==> config.mk <==
export PLATFORM = sky130hd
export DESIGN_NAME = uart_axis_requester
export DESIGN_NICKNAME = d
export VERILOG_FILES = /design/src/rtl/uart_axis_pkg.sv /design/src/rtl/uart_timeout_ctr.sv /design/src/rtl/uart_axis_requester.sv
export SDC_FILE = /design/constraint.sdc
export NUM_CORES = 1
export LEC_CHECK = 0
export CAP_MARGIN = 5
export CORE_MARGIN = 4
export CORE_UTILIZATION = 44
export DETAILED_ROUTE_END_ITERATION = 10
export GPL_TIMING_DRIVEN = 0
export PLACE_DENSITY = 0.75
export SLEW_MARGIN = 25
export SYNTH_ARGS = -nofsm -noshare
export SYNTH_HDL_FRONTEND = slang
export SYNTH_SLANG_ARGS = --single-unit
==> constraint.sdc <==
create_clock -name CLK_50 -period 1.6 [get_ports CLK_50]
set_input_delay 0.24 -clock CLK_50 [delete_from_list [all_inputs] [get_ports CLK_50]]
set_output_delay 0.24 -clock CLK_50 [all_outputs]
set_load 0.01 [all_outputs]
==> src/rtl/uart_axis_pkg.sv <==
// Shared encodings for the single-byte axis-query UART protocol:
// axis codes, command bytes, reply header, response error codes and FSM states.
package uart_axis_pkg;

  localparam logic [1:0] AXIS_X   = 2'd0;
  localparam logic [1:0] AXIS_Y   = 2'd1;
  localparam logic [1:0] AXIS_Z   = 2'd2;
  localparam logic [1:0] AXIS_ILL = 2'd3;

  localparam logic [7:0] CMD_X = 8'h78;
  localparam logic [7:0] CMD_Y = 8'h79;
  localparam logic [7:0] CMD_Z = 8'h7A;

  localparam logic [7:0] HDR_BYTE_DEFAULT = 8'h00;

  localparam logic [1:0] ERR_OK      = 2'd0;
  localparam logic [1:0] ERR_HDR     = 2'd1;
  localparam logic [1:0] ERR_TIMEOUT = 2'd2;
  localparam logic [1:0] ERR_AXIS    = 2'd3;

  typedef enum logic [2:0] {
    ST_IDLE   = 3'd0,
    ST_ISSUE  = 3'd1,
    ST_RX_HDR = 3'd2,
    ST_RX_LO  = 3'd3,
    ST_RX_HI  = 3'd4,
    ST_DONE   = 3'd5
  } state_t;

  // Command bytes are consecutive, so the legal axes map by offset from 'x'.
  function automatic logic [7:0] cmd_byte(input logic [1:0] axis);
    return CMD_X + {6'b0, axis};
  endfunction

endpackage

==> src/rtl/uart_timeout_ctr.sv <==
// Reply timeout counter: cleared on command issue, counts while enabled and
// flags expiry when it reaches TIMEOUT_CYCLES-1, holding there afterwards.
module uart_timeout_ctr #(
  parameter int TIMEOUT_CYCLES = 50000
) (
  input  logic clk_i,
  input  logic rst_i,
  input  logic clr_i,
  input  logic en_i,
  output logic expired_o
);

  localparam int CW = (TIMEOUT_CYCLES > 1) ? $clog2(TIMEOUT_CYCLES) : 1;
  localparam logic [CW-1:0] TC = CW'(TIMEOUT_CYCLES - 1);

  logic [CW-1:0] cnt_q, cnt_d;

  assign expired_o = en_i && (cnt_q == TC);

  always_comb begin
    cnt_d = cnt_q;
    if (clr_i) begin
      cnt_d = '0;
    end else if (en_i && !expired_o) begin
      cnt_d = cnt_q + 1'b1;
    end
  end

  always_ff @(posedge clk_i) begin
    if (rst_i) begin
      cnt_q <= '0;
    end else begin
      cnt_q <= cnt_d;
    end
  end

endmodule

==> src/rtl/uart_axis_requester.sv <==
// Host-side axis-query initiator: sends 'x'/'y'/'z' through a byte UART
// transmitter and assembles the 3-byte reply into one 16-bit sample with status.
//
// state     | meaning
// ----------+--------------------------------------------------------------
// ST_IDLE   | ready for a request; rx bytes here are strays and dropped
// ST_ISSUE  | command latched, waiting for transmitter idle to pulse start
// ST_RX_HDR | waiting for header byte, timeout running
// ST_RX_LO  | waiting for data low byte, timeout running
// ST_RX_HI  | waiting for data high byte, timeout running
// ST_DONE   | response complete, resp_valid pulses on exit
module uart_axis_requester
  import uart_axis_pkg::*;
#(
  parameter int         TIMEOUT_CYCLES = 50000,
  parameter logic [7:0] HDR_BYTE       = HDR_BYTE_DEFAULT
) (
  input  logic        CLK_50,
  input  logic        RST,
  input  logic        req_valid,
  input  logic [1:0]  req_axis,
  output logic        req_ready,
  output logic        tx_start,
  output logic [7:0]  tx_data,
  input  logic        tx_busy,
  input  logic        rx_ready,
  input  logic [7:0]  rx_data,
  output logic        resp_valid,
  output logic [15:0] resp_data,
  output logic [1:0]  resp_axis,
  output logic [1:0]  resp_err,
  output logic        stray_byte
);

  state_t      state_q;
  logic        tx_start_q;
  logic [7:0]  tx_data_q;
  logic        resp_valid_q;
  logic [7:0]  data_lo_q, data_hi_q;
  logic [1:0]  resp_axis_q;
  logic [1:0]  resp_err_q;
  logic        stray_q;
  logic        to_en, to_clr, to_expired;

  assign to_clr = (state_q == ST_ISSUE);
  assign to_en  = (state_q == ST_RX_HDR) || (state_q == ST_RX_LO) || (state_q == ST_RX_HI);

  uart_timeout_ctr #(
    .TIMEOUT_CYCLES(TIMEOUT_CYCLES)
  ) u_timeout (
    .clk_i     (CLK_50),
    .rst_i     (RST),
    .clr_i     (to_clr),
    .en_i      (to_en),
    .expired_o (to_expired)
  );

  // A byte arriving in the expiry cycle takes priority over the timeout.
  always_ff @(posedge CLK_50) begin
    if (RST) begin
      state_q      <= ST_IDLE;
      tx_start_q   <= 1'b0;
      tx_data_q    <= '0;
      resp_valid_q <= 1'b0;
      data_lo_q    <= '0;
      data_hi_q    <= '0;
      resp_axis_q  <= '0;
      resp_err_q   <= ERR_OK;
      stray_q      <= 1'b0;
    end else begin
      tx_start_q   <= 1'b0;
      resp_valid_q <= 1'b0;
      stray_q      <= 1'b0;
      unique case (state_q)
        ST_IDLE: begin
          stray_q <= rx_ready;
          if (req_valid) begin
            resp_axis_q <= req_axis;
            if (req_axis == AXIS_ILL) begin
              resp_err_q <= ERR_AXIS;
              state_q    <= ST_DONE;
            end else begin
              tx_data_q <= cmd_byte(req_axis);
              state_q   <= ST_ISSUE;
            end
          end
        end
        ST_ISSUE: begin
          if (!tx_busy) begin
            tx_start_q <= 1'b1;
            state_q    <= ST_RX_HDR;
          end
        end
        ST_RX_HDR: begin
          if (rx_ready) begin
            if (rx_data == HDR_BYTE) begin
              state_q <= ST_RX_LO;
            end else begin
              resp_err_q <= ERR_HDR;
              state_q    <= ST_DONE;
            end
          end else if (to_expired) begin
            resp_err_q <= ERR_TIMEOUT;
            state_q    <= ST_DONE;
          end
        end
        ST_RX_LO: begin
          if (rx_ready) begin
            data_lo_q <= rx_data;
            state_q   <= ST_RX_HI;
          end else if (to_expired) begin
            resp_err_q <= ERR_TIMEOUT;
            state_q    <= ST_DONE;
          end
        end
        ST_RX_HI: begin
          if (rx_ready) begin
            data_hi_q  <= rx_data;
            resp_err_q <= ERR_OK;
            state_q    <= ST_DONE;
          end else if (to_expired) begin
            resp_err_q <= ERR_TIMEOUT;
            state_q    <= ST_DONE;
          end
        end
        ST_DONE: begin
          resp_valid_q <= 1'b1;
          state_q      <= ST_IDLE;
        end
        default: state_q <= ST_IDLE;
      endcase
    end
  end

  assign req_ready  = (state_q == ST_IDLE);
  assign tx_start   = tx_start_q;
  assign tx_data    = tx_data_q;
  assign resp_valid = resp_valid_q;
  assign resp_data  = {data_hi_q, data_lo_q};
  assign resp_axis  = resp_axis_q;
  assign resp_err   = resp_err_q;
  assign stray_byte = stray_q;

endmodule
==> reports/results.txt <==
min-delay worst type: input pin to flop
Via-to-Cell Ratio: 5.21
Max Fclk: 581 MHz
largest family of logic cells by synthesized area: simple AND/OR/NAND/NOR gates
Hold Fails Final Rpt: 0
first-pass GRT wire length: 7600 µm
# hold bufs at CTS: 0
row cnt: 24
LEAKAGE: 1.00 nW
Fin Setup TNS: -0.633 ns
Synth Cell Area: 0.00199 mm²
Syn Area/Cell: 8.11 µm²
sequential area share after synthesis: 45.3%
cts bufs inserted: 5
largest net degree at the start of global routing: 14
ANT cells: 0
I/O pin total: 47
commonest cells after routing, fill and taps aside: 46 x nand2_1, 40 x clkdlybuf4s50_1, 37 x dfxtp_1, 29 x nor2_1, 23 x a21oi_1
count of final max-slew check failures: 0
maximum fanout along the worst path: 5
HPWL after DPL: 3340 µm
number of global-route vias before repair: 1686
min-delay src: rx_data[2]
FF-to-FF Start: state_q[0]$_SDFFE_PP0P_
worst hold endpoint: data_lo_q[2]$_SDFFE_PP0P_
# setup viols final: 9
drt first pass iters: 4
Core Region: 0.00435 mm²
simple-gate share of the synthesized area: 29.3%
final instance count without filler cells: 355
max-cap viol count: 0
Compound-Gate Fraction of Synth Area: 13.5%
xor/xnor share of the synthesized area: 6.17%
RSZ-0062 raised after global routing: true
Fillers: 396
Final Skew: 0.00511 ns
Netlist cell types: 38
Synth Area in Adders: 0.630%
CP max-delay cell: or3b_4
clock net sink count: 45
die area: 0.00566 mm²
initial antenna violation count: 0
reg-to-reg setup timing slack: -0.12 ns
CP Capture Type: flop
clk_lat worst skew: 0.29 ns
die width: 75.2 µm
Max IR drop VDD: 0.538 mV
Area Overhead vs Synth: 40.9%
WP data required: 1.78 ns
Total GRT Usage: 17.3%
fraction of layout instances using a drive strength above 1: 18.8%
final worst slack: -0.120 ns
fin util: 64.3%
WS Path Type: flop to flop
CP Cell Sequence: or3b_4, a21o_1, or3_1, xor2_1, nor2_1
Final ANT Viol Nets: 0
Hold Path Depth: 3
Root Buffer: clkbuf_8
Ys Warns: 0
Placed Area: 0.00249 mm²
status: finished with violations
gr ovfl total: 0
dpl cells: 341
most common cell after layout, fill and taps aside: nand2_1
final WL: 4760 µm
Vert. Die Dim: 75.2 µm
Bufs on Longest Clock Path: 2
critical path arrival: 1.90 ns
mux contribution to synthesized area: 0.504%
CTS tree: yes
via count: 1851
PortBufs: 43
crit-path max cell delay: 0.46 ns
failing checks: setup timing
H-Tree Depth: 2
Clock transition at path regs: 0.08 ns
drt wl/cell: 13.4 µm
gpl congestion: 0.795
Gate Count Post-Synth: 245
starting density of the core: 45.6%
Tmin final: 1.72 ns
cell area after layout: 0.00280 mm²
FF-to-FF End: u_timeout.cnt_q[6]$_SDFFE_PP0P_
DRC: 0
startpoint types: flop
Post-layout nets: 318
Worst R2R Path Depth: 5
Seq cells post-synth: 45
initial DRC count: 108
Power Density: 1110 mW/mm²
fin crit share: 107%
-- per-stage QoR --
step	power (mW)	worst slack [ns]	hold slack (ns)
final	3.12	-0.120	0.288
after global routing	3.31	-0.228	0.305
after CTS	3.09	-0.0893	0.406
after detailed placement	2.24	-0.361	0.445
after global placement	2.22	-0.317	0.441
after floorplan	1.87	-0.0122	0.317
-- how the worst max path moves through the flow --
stage / from / to / slack, ns / cells past startpoint
2_1_floorplan: state_q[2]$_SDFFE_PP0P_ / u_timeout.cnt_q[6]$_SDFFE_PP0P_ / -0.01 / 5
3_3_place_gp: rx_data[2] / resp_err[1]$_SDFFE_PP0P_ / -0.32 / 5
3_5_place_dp: rx_data[2] / resp_err[1]$_SDFFE_PP0P_ / -0.36 / 5
4_1_cts: state_q[0]$_SDFFE_PP0P_ / u_timeout.cnt_q[6]$_SDFFE_PP0P_ / -0.09 / 5
5_1_grt: state_q[2]$_SDFFE_PP0P_ / u_timeout.cnt_q[6]$_SDFFE_PP0P_ / -0.23 / 5
6_report: state_q[0]$_SDFFE_PP0P_ / u_timeout.cnt_q[6]$_SDFFE_PP0P_ / -0.12 / 5
-- critical path: cells and delay by family, from the launching register on --
| kind | cells | cell delay [ns] |
|---|---|---|
| flip-flops | 1 | 0.36 |
| XOR/XNOR | 1 | 0.14 |
| AO/OA/AOI/OAI | 1 | 0.23 |
| AND/OR/NAND/NOR | 3 | 0.88 |
-- cell usage after synthesis, drive strengths merged --
| cell type | count | area (µm²) |
|---|---|---|
| nand3b | 1 | 7.51 |
| nor4 | 4 | 25.0 |
| nor2b | 5 | 31.3 |
| mux2i | 1 | 10.0 |
| nor4b | 1 | 8.76 |
| o21ai | 5 | 25.0 |
| nand4 | 2 | 12.5 |
| dfxtp | 45 | 901 |
| nor4bb | 2 | 20.0 |
| a311oi | 1 | 8.76 |
| a221oi | 1 | 8.76 |
| conb | 1 | 3.75 |
| a22o | 1 | 8.76 |
| nand2b | 4 | 25.0 |
| a2111oi | 2 | 42.5 |
| nor2 | 29 | 109 |
| buf | 6 | 41.3 |
| and3 | 6 | 37.5 |
| xor2 | 11 | 96.3 |
| nor3 | 8 | 40.0 |
| o221a | 1 | 11.3 |
| and2 | 1 | 6.26 |
| xnor2 | 3 | 26.3 |
| clkbuf | 9 | 33.8 |
| nand2 | 47 | 176 |
| ha | 1 | 12.5 |
| inv | 3 | 11.3 |
| or3 | 2 | 12.5 |
| or3b | 1 | 11.3 |
| nand3 | 12 | 60.1 |
| a21oi | 24 | 120 |
| o21a | 1 | 7.51 |
| a32o | 1 | 10.0 |
| a21o | 1 | 7.51 |
| a21boi | 1 | 7.51 |
| o311a | 1 | 10.0 |
-- kinds of logic after synthesis --
family	Yosys count
and+or+nand+nor	125
DFF	45
AOI/OAI and AO/OA	40
buffers and inverters	18
xor gates and xnor gates	14
adders and majority gates	1
other	1
muxes	1
-- state kept, by name, summed over array words and instances (netlist names) --
register / count
u_timeout.cnt_q: 16
data_hi_q: 8
data_lo_q: 8
state_q: 3
tx_data: 3
resp_axis: 2
resp_err: 2
resp_valid: 1
stray_byte: 1
tx_start: 1
-- per-layer routing --
| layer | global-route usage (%) | routed length (µm) | vias to the layer above |
|---|---|---|---|
| li1 | - | - | 943 |
| met1 | 22.1 | 2100 | 846 |
| met2 | 28.8 | 2270 | 53 |
| met3 | 3.34 | 317 | 9 |
| met4 | 6.60 | 82 | 0 |
| met5 | 0 | 0 | - |
-- cell type report --
| class | count | area [µm²] | share of cell area [%] |
|---|---|---|---|
| Buffer | 13 | 80.1 | 2.86 |
| Clock buffer | 7 | 96.3 | 3.44 |
| Clock inverter | 1 | 5.00 | 0.179 |
| Inverter | 3 | 11.3 | 0.402 |
| Multi-Input combinational cell | 183 | 1130 | 40.3 |
| Sequential cell | 45 | 923 | 33.0 |
| Tap cell | 52 | 65.1 | 2.32 |
| Timing Repair Buffer | 51 | 490 | 17.5 |
-- power breakdown --
| part | internal, mW | switching, mW |
|---|---|---|
| Combinational | 0.502 | 0.550 |
| Clock | 0.390 | 0.358 |
| Sequential | 1.24 | 0.0807 |
| Total | 2.13 | 0.990 |
-- repair_timing --
action                     CTS  global route
pin swaps                   10             6
gates resized for setup     18            29
hold endpoints to repair     0             0
buffers inserted             6             2
setup endpoints to repair   31            34
(Power assumes the default switching activity.)
